[config.mk]
export PLATFORM = sky130hd
export DESIGN_NAME = fetch_unit
export DESIGN_NICKNAME = d
export VERILOG_FILES = /design/src/rtl/fetch_unit.sv
export SDC_FILE = /design/constraint.sdc
export NUM_CORES = 1
export LEC_CHECK = 0
export CELL_PAD_IN_SITES_DETAIL_PLACEMENT = 1
export CELL_PAD_IN_SITES_GLOBAL_PLACEMENT = 1
export CORE_MARGIN = 2
export CORE_UTILIZATION = 36
export DETAILED_ROUTE_END_ITERATION = 8
export MAX_ROUTING_LAYER = met4
export PLACE_DENSITY_LB_ADDON = 0.1
export REMOVE_ABC_BUFFERS = 1
export SLEW_MARGIN = 20
export SYNTH_ARGS = -nofsm -noshare
export SYNTH_HDL_FRONTEND = slang
export SYNTH_SLANG_ARGS = --single-unit
[constraint.sdc]
create_clock -name clk -period 2.65 [get_ports clk]
set_input_delay 0.3975 -clock clk [delete_from_list [all_inputs] [get_ports clk]]
set_output_delay 0.3975 -clock clk [all_outputs]
set_load 0.005 [all_outputs]
[src/rtl/fetch_unit.sv]
// Instruction fetch stage: owns the PC, issues req/ack fetches to imem, hands words + PC to decode.
// Latency: request 1 cycle after IDLE; instr_valid the cycle after imem_ack. Best case 1 instr / 2 cycles.
// Backpressure: HOLD keeps instr/instr_pc stable and suppresses imem_req until instr_ready.
//
// Ports: clk/rst (sync, active-high); imem_req/imem_addr/imem_ack/imem_rdata go to instruction memory;
//        instr/instr_pc/pc_inc/instr_valid/instr_ready go to decode; redirect/redirect_pc/halt come from decode;
//        halted/err report status.
// Optional feature: define FETCH_ALIGN_CHK_EN to flag misaligned redirects (err + halt) instead of
// silently clearing the target LSB.
module fetch_unit #(
    parameter int              PC_W     = 16,
    parameter logic [PC_W-1:0] RESET_PC = '0
) (
    input  logic            clk,
    input  logic            rst,
    output logic            imem_req,
    output logic [PC_W-1:0] imem_addr,
    input  logic            imem_ack,
    input  logic [15:0]     imem_rdata,
    output logic [15:0]     instr,
    output logic [PC_W-1:0] instr_pc,
    output logic [PC_W-1:0] pc_inc,
    output logic            instr_valid,
    input  logic            instr_ready,
    input  logic            redirect,
    input  logic [PC_W-1:0] redirect_pc,
    input  logic            halt,
    output logic            halted,
    output logic            err
);

    typedef enum logic [2:0] {
        S_IDLE,
        S_REQ,
        S_DRAIN,
        S_HOLD,
        S_HALTED
    } state_t;

    localparam logic [15:0] NOP_INSTR = 16'h0800;

    state_t          state_q, state_d;
    logic [PC_W-1:0] pc_q, pc_d;
    // Address of the abandoned request; must stay on the bus until its ack arrives.
    logic [PC_W-1:0] drain_addr_q, drain_addr_d;
    logic [15:0]     instr_q, instr_d;
    logic [PC_W-1:0] instr_pc_q, instr_pc_d;
    logic            instr_valid_q, instr_valid_d;
    logic            halted_q, halted_d;
    logic            err_q, err_d;

    logic            accept;
    logic [PC_W-1:0] redirect_tgt;
    logic            misalign;

    assign accept = instr_valid_q & instr_ready;

`ifdef FETCH_ALIGN_CHK_EN
    assign redirect_tgt = redirect_pc;
    assign misalign     = redirect & redirect_pc[0];
`else
    // Odd targets are rounded down to the halfword boundary.
    assign redirect_tgt = redirect_pc & ~PC_W'(1);
    assign misalign     = 1'b0;
`endif

    always_comb begin
        state_d       = state_q;
        pc_d          = pc_q;
        drain_addr_d  = drain_addr_q;
        instr_d       = instr_q;
        instr_pc_d    = instr_pc_q;
        instr_valid_d = instr_valid_q;
        halted_d      = halted_q;
        err_d         = err_q;

        case (state_q)
            S_IDLE: begin
                // A late ack from before reset lands here and is dropped.
                state_d = S_REQ;
            end
            S_REQ: begin
                if (misalign) begin
                    err_d         = 1'b1;
                    halted_d      = 1'b1;
                    instr_valid_d = 1'b0;
                    state_d       = S_HALTED;
                end else if (redirect) begin
                    pc_d = redirect_tgt;
                    if (imem_ack) begin
                        // Returned word is stale; refetch at the target right away.
                        state_d = S_REQ;
                    end else begin
                        drain_addr_d = pc_q;
                        state_d      = S_DRAIN;
                    end
                end else if (imem_ack) begin
                    instr_d       = imem_rdata;
                    instr_pc_d    = pc_q;
                    instr_valid_d = 1'b1;
                    state_d       = S_HOLD;
                end
            end
            S_DRAIN: begin
                if (misalign) begin
                    err_d         = 1'b1;
                    halted_d      = 1'b1;
                    instr_valid_d = 1'b0;
                    state_d       = S_HALTED;
                end else begin
                    if (redirect) begin
                        pc_d = redirect_tgt;
                    end
                    if (imem_ack) begin
                        state_d = S_REQ;
                    end
                end
            end
            S_HOLD: begin
                if (accept && halt) begin
                    halted_d      = 1'b1;
                    instr_valid_d = 1'b0;
                    state_d       = S_HALTED;
                end else if (misalign) begin
                    err_d         = 1'b1;
                    halted_d      = 1'b1;
                    instr_valid_d = 1'b0;
                    state_d       = S_HALTED;
                end else if (redirect) begin
                    pc_d          = redirect_tgt;
                    instr_valid_d = 1'b0;
                    state_d       = S_REQ;
                end else if (accept) begin
                    pc_d          = instr_pc_q + PC_W'(2);
                    instr_valid_d = 1'b0;
                    state_d       = S_REQ;
                end
            end
            S_HALTED: begin
                state_d = S_HALTED;
            end
            default: begin
                state_d = S_IDLE;
            end
        endcase
    end

    always_ff @(posedge clk) begin
        if (rst) begin
            state_q       <= S_IDLE;
            pc_q          <= RESET_PC;
            drain_addr_q  <= RESET_PC;
            instr_q       <= NOP_INSTR;
            instr_pc_q    <= RESET_PC;
            instr_valid_q <= 1'b0;
            halted_q      <= 1'b0;
            err_q         <= 1'b0;
        end else begin
            state_q       <= state_d;
            pc_q          <= pc_d;
            drain_addr_q  <= drain_addr_d;
            instr_q       <= instr_d;
            instr_pc_q    <= instr_pc_d;
            instr_valid_q <= instr_valid_d;
            halted_q      <= halted_d;
            err_q         <= err_d;
        end
    end

    assign imem_req    = (state_q == S_REQ) || (state_q == S_DRAIN);
    assign imem_addr   = (state_q == S_DRAIN) ? drain_addr_q : pc_q;
    assign instr       = instr_q;
    assign instr_pc    = instr_pc_q;
    assign pc_inc      = instr_pc_q + PC_W'(2);
    assign instr_valid = instr_valid_q;
    assign halted      = halted_q;
    assign err         = err_q;

endmodule

# After elaboration in Yosys (flattened, before gate mapping)
# Index checks and enable logic that the tools add are counted.
dict set report op_classes {
  addsub 1
  muxes 20
  n_eq_ne 12
  n_reduce_logical 12
  n_bitwise 3
}
# op n
set ops {}
lappend ops {{2-to-1 mux 16 bit} 5}
lappend ops {{case mux 16 bit (2 select lines)} 1}
lappend ops {{2-to-1 mux 3 bit} 6}
lappend ops {{adder 16 x 2 -> 16 bit (second input constant)} 1}
lappend ops {{case mux 3 bit (5 select lines)} 1}
lappend ops {{AND reduction 3 bit} 3}
lappend ops {{inequality test 2 bit (second input constant)} 4}
lappend ops {{AND reduction 4 bit} 2}
lappend ops {{== test 3 x 2 -> 1 bit (second input constant)} 2}
lappend ops {{inequality test 3 bit (second input constant)} 2}
lappend ops {{2-to-1 mux 1 bit} 5}
lappend ops {{inequality test 4 bit (second input constant)} 1}
lappend ops {{nonzero test 2 bit} 2}
lappend ops {{== test 3 x 1 -> 1 bit (second input constant)} 1}
lappend ops {{== test 3 bit (second input constant)} 1}
lappend ops {{zero test 3 bit} 1}
lappend ops {{2-to-1 mux 2 bit} 1}
lappend ops {{inequality test 2 x 1 -> 1 bit (second input constant)} 1}
lappend ops {{inverter 1 bit} 2}
lappend ops {{case mux 1 bit (2 select lines)} 1}
lappend ops {{AND reduction 2 bit} 1}
lappend ops {{OR reduction 2 bit} 1}
lappend ops {{AND 1 bit} 1}
lappend ops {{logical AND 1 bit} 1}
lappend ops {{logical OR 1 bit} 1}
dict set report word_totals {
  elab_cells 55
  in_bits 38
  regBits 69
}

# Depth between registers and ports, before layout
dict set report depth {
  ltp_word 5
  ltp_mapped 7
}

# Least setup slack after synthesis
# No wires, ideal clock.
dict set report synth_path {
  path_type {register to output}
  startpoint {register state_q[2]}
  endpoint {output imem_addr[13]}
  path_buffers 2
  required_ns 2.253
  path_stages_with_launch 6
  arrival_time_ns 1.422
  path_slack_ns 0.831
  cell_sequence {dfxtp_1 > clkbuf_1 > nand2b_1 > nor2_2 > buf_4 > mux2_2}
}
dict set report synth_via {
  elab_chain_cells 2
}
# item line
set synth_lines {}
lappend synth_lines {{from (decl)} 42} ;# state_t state_q, state_d;
lappend synth_lines {{from (signal assigned)} 159} ;# state_q <= state_d;
lappend synth_lines {{== test 3 x 2 -> 1 bit} 171} ;# assign imem_addr = (state_q == S_DRAIN) ? drain_addr_q : pc_q;
lappend synth_lines {{2-to-1 mux 16 bit} 171}
lappend synth_lines {{to (decl)} 17} ;# output logic [PC_W-1:0] imem_addr,
# No other way between the ends.

# Worst setup path after layout
dict set report layout_path {
  startpoint {register instr_pc_q[11], in the netlist instr_pc[11]}
  endpoint {output pc_inc[14]}
}
dict set report layout_via {
  elab_chain_cells 1
}
# item line
set layout_lines {}
lappend layout_lines {{from (decl)} 47} ;# logic [PC_W-1:0] instr_pc_q, instr_pc_d;
lappend layout_lines {{from (signal assigned)} 163} ;# instr_pc_q <= instr_pc_d;
lappend layout_lines {{adder 16 x 2 -> 16 bit} 174} ;# assign pc_inc = instr_pc_q + PC_W'(2);
lappend layout_lines {{to (decl)} 22} ;# output logic [PC_W-1:0] pc_inc,
# No other way between the ends.

==> results.toml <==
[synthesis]
yosys.area_share.xor_xnor = 0.0238
synth_top_family_by_area = "simple AND/OR/NAND/NOR gates"
synth-seq-cells = 69
synth_ff_type = "dfxtp_1"
avgSynthCellArea_um2 = 8.39
synthAdderAreaFrac = 0.00377
yosysWarnings = 0
synth_mux_area_frac = 0.109
syn_area_um2 = 3320
synth.distinct_cells = 57
synth-seq-area-share = 0.417
synth_compound_area_frac = 0.139
syn_inst = 395
async_flop_share = 0
yosys.area_share.simple = 0.252
synth_edf_count = 0

[timing]
slew_viol_final = 0
setup_viol = 0
fin_worst_skew_ps = 13.8
min_period_ps = 2590
hold_viol_final = 0
fmax_mhz = 386
max-slew-margin-rel = 0.577
min_period_over_period = 0.977
tightest_slew_ps = 634

[layout]
drive_above_1_share = 0.157
multi_input_area_um2 = 1820
finalNetCount = 538
most-common-layout-cells = "clkdlybuf4s50_1 (102), nand2_1 (74), dfxtp_1 (59), a21oi_1 (38), nor2_1 (27)"
final_common_cell = "clkdlybuf4s50_1"
ff_latch_area_um2 = 1400
num_antenna_cells = 0
layoutNonFillerInstCount = 614
syn2layout_area_growth_pct = 42.2
nFillCells = 1084

[setup_path]
end_kind = "primary output"
r2r_cells = 5
crit_type = "reg2out"
crit_chain = "nand4_1, or4_4, xor2_2, inv_1, clkdlybuf4s50_1"
worstPathMaxFanout = 7
cp.arrival_ps = 2190
cp-startpoint = "instr_pc[11]"
r2r_start = "state_q[0]"
cp_slowest_cell = "or4_4"
worstSetupStartpointType = "register"
slowest_delay_ps = 560
worstPathRequired_ps = 2250

[global_routing]
grt_pass1_vias = 3438
gr-total-overflow = 0
antenna_found_initial = 0
track_usage = 0.229
grt_max_degree = 57
grt_first_pass_wirelength_um = 17500

[clock_network]
root_buffer = "clkbuf_8"
cts_tree = "done"
worst_skew_pair.late_latency_ps = 340
cts_max_level = 3
clock_sinks = 69
hold_buffers = 0
numCtsBuffers = 9
clk_pin_slew_ps = 80
cts_buffer_depth = 2

[worst_hold_path]
hold_path.class = "reg2reg"
worstHoldPathCells = 2
hp-start = "instr[9]"

[drt]
totalWireLength_um = 10900
vias = 3251
wire_per_inst_um = 17.8
dr.pass1.iters = 4
avgViaCountPerCell = 5.29
drt_iter0_drc = 103
drc = 0
ant_nets = 0

[die]
die_w_um = 100
die_h_um = 100
die-area_um2 = 9990
io_pins = 106
initial_utilization = 0.366
rows = 35
core_um2 = 9060

[pwr]
power_leakage_nw = 1.73
p_total_mw = 2.17
ir_worst_vdd_mv = 0.275
p_per_area_nw_per_um2 = 459

[placement]
place_hpwl_um = 7460
gp_congestion = 0.770
placedCellCount = 598
port-buffer-count = 103

[run_status]
status = "completed"

[job]
cap_viol_max_count = 0
[sequential cells by signal (all words and copies together), names as in the netlist]
name          count
drain_addr_q     16
instr            16
instr_pc         16
pc_q             16
state_q           3
halted            1
instr_valid       1
[worst paths after layout]
| kind | end | slack, ps |
|---|---|---|
| setup reg to reg | instr_valid | 770 |
| setup / recovery | pc_inc[14] | 60 |
| hold reg to reg | instr[9] | 460 |
| hold / removal | instr[9] | 460 |
[logic make-up (layout without fill, tap and decap cells)]
group / Yosys count / count (layout)
other cells: 1 / 1
compound gates: 74 / 74
fa+ha+maj: 1 / 1
mux: 34 / 34
buf+inv: 38 / 146
xor+xnor: 9 / 9
flops: 69 / 69
simple gates: 169 / 169
[Yosys cell counts (4+ instances only)]
cell type / count / area share
nand2_1: 74 / 0.084
dfxtp_1: 69 / 0.42
a21oi_1: 38 / 0.057
nor2_1: 27 / 0.031
mux2i_1: 17 / 0.051
clkbuf_1: 14 / 0.016
nand3_1: 13 / 0.020
nand4_1: 13 / 0.025
mux2_2: 12 / 0.041
buf_2: 9 / 0.014
inv_1: 9 / 0.010
nor3_1: 8 / 0.012
o21ai_0: 7 / 0.011
buf_4: 5 / 0.011
mux2_1: 5 / 0.017
xor2_1: 5 / 0.013
and3_1: 4 / 0.0075
nand2b_1: 4 / 0.0075
o21ai_1: 4 / 0.0060
xnor2_1: 4 / 0.011
[critical path: cells and delay by family (launching register included)]
kind | cells | cell delay (ps)
buffers and inverters | 2 | 560
AND/OR/NAND/NOR | 2 | 720
flip-flops | 1 | 390
XOR/XNOR | 1 | 180
[layer usage]
metal / GRT usage / share of wire
met5: - / 0
met1: 0.284 / 0.46
met3: 0.0481 / 0.036
met2: 0.385 / 0.50
met4: 0.0537 / 0.0052
[stage by stage]
| stage | TNS [ps] | hold WS [ps] | area (um2) | setup slack [ps] | util |
|---|---|---|---|---|---|
| detailed placement | 0 | 451 | 4480 | 242 | 0.494 |
| global placement | 0 | 442 | 4480 | 283 | 0.494 |
| global route | -10.6 | 482 | 4710 | -10.6 | 0.520 |
| CTS | 0 | 461 | 4660 | 4.82 | 0.514 |
| floorplan | -15090 | 447 | 3170 | -943 | - |
| finish | 0 | 457 | 4710 | 60.8 | 0.520 |
[layout make-up]
cell class / count / area share
clock buffers: 10 / 0.0271
well taps: 111 / 0.0295
repair buffers: 122 / 0.248
multi-input cells: 288 / 0.385
clock inverters: 5 / 0.00610
flip-flops and latches: 69 / 0.297
inverters: 9 / 0.00717
[where the power goes]
| part | total, mW | internal, mW | switching [mW] | leakage, nW |
|---|---|---|---|---|
| logic | 0.331 | 0.178 | 0.153 | 1.08 |
| clock network | 0.731 | 0.330 | 0.401 | 0.0856 |
| registers | 1.10 | 1.07 | 0.0350 | 0.566 |
| total | 2.17 | 1.58 | 0.589 | 1.73 |
[timing repair]
item | CTS | global route
pin swaps | 0 | 1
endpoints found under the setup margin | 6 | 14
hold endpoints to repair | 0 | 0
buffers inserted | 0 | 1
resized for setup | 7 | 14
No activity file was read; power rests on OpenSTA's default activity.
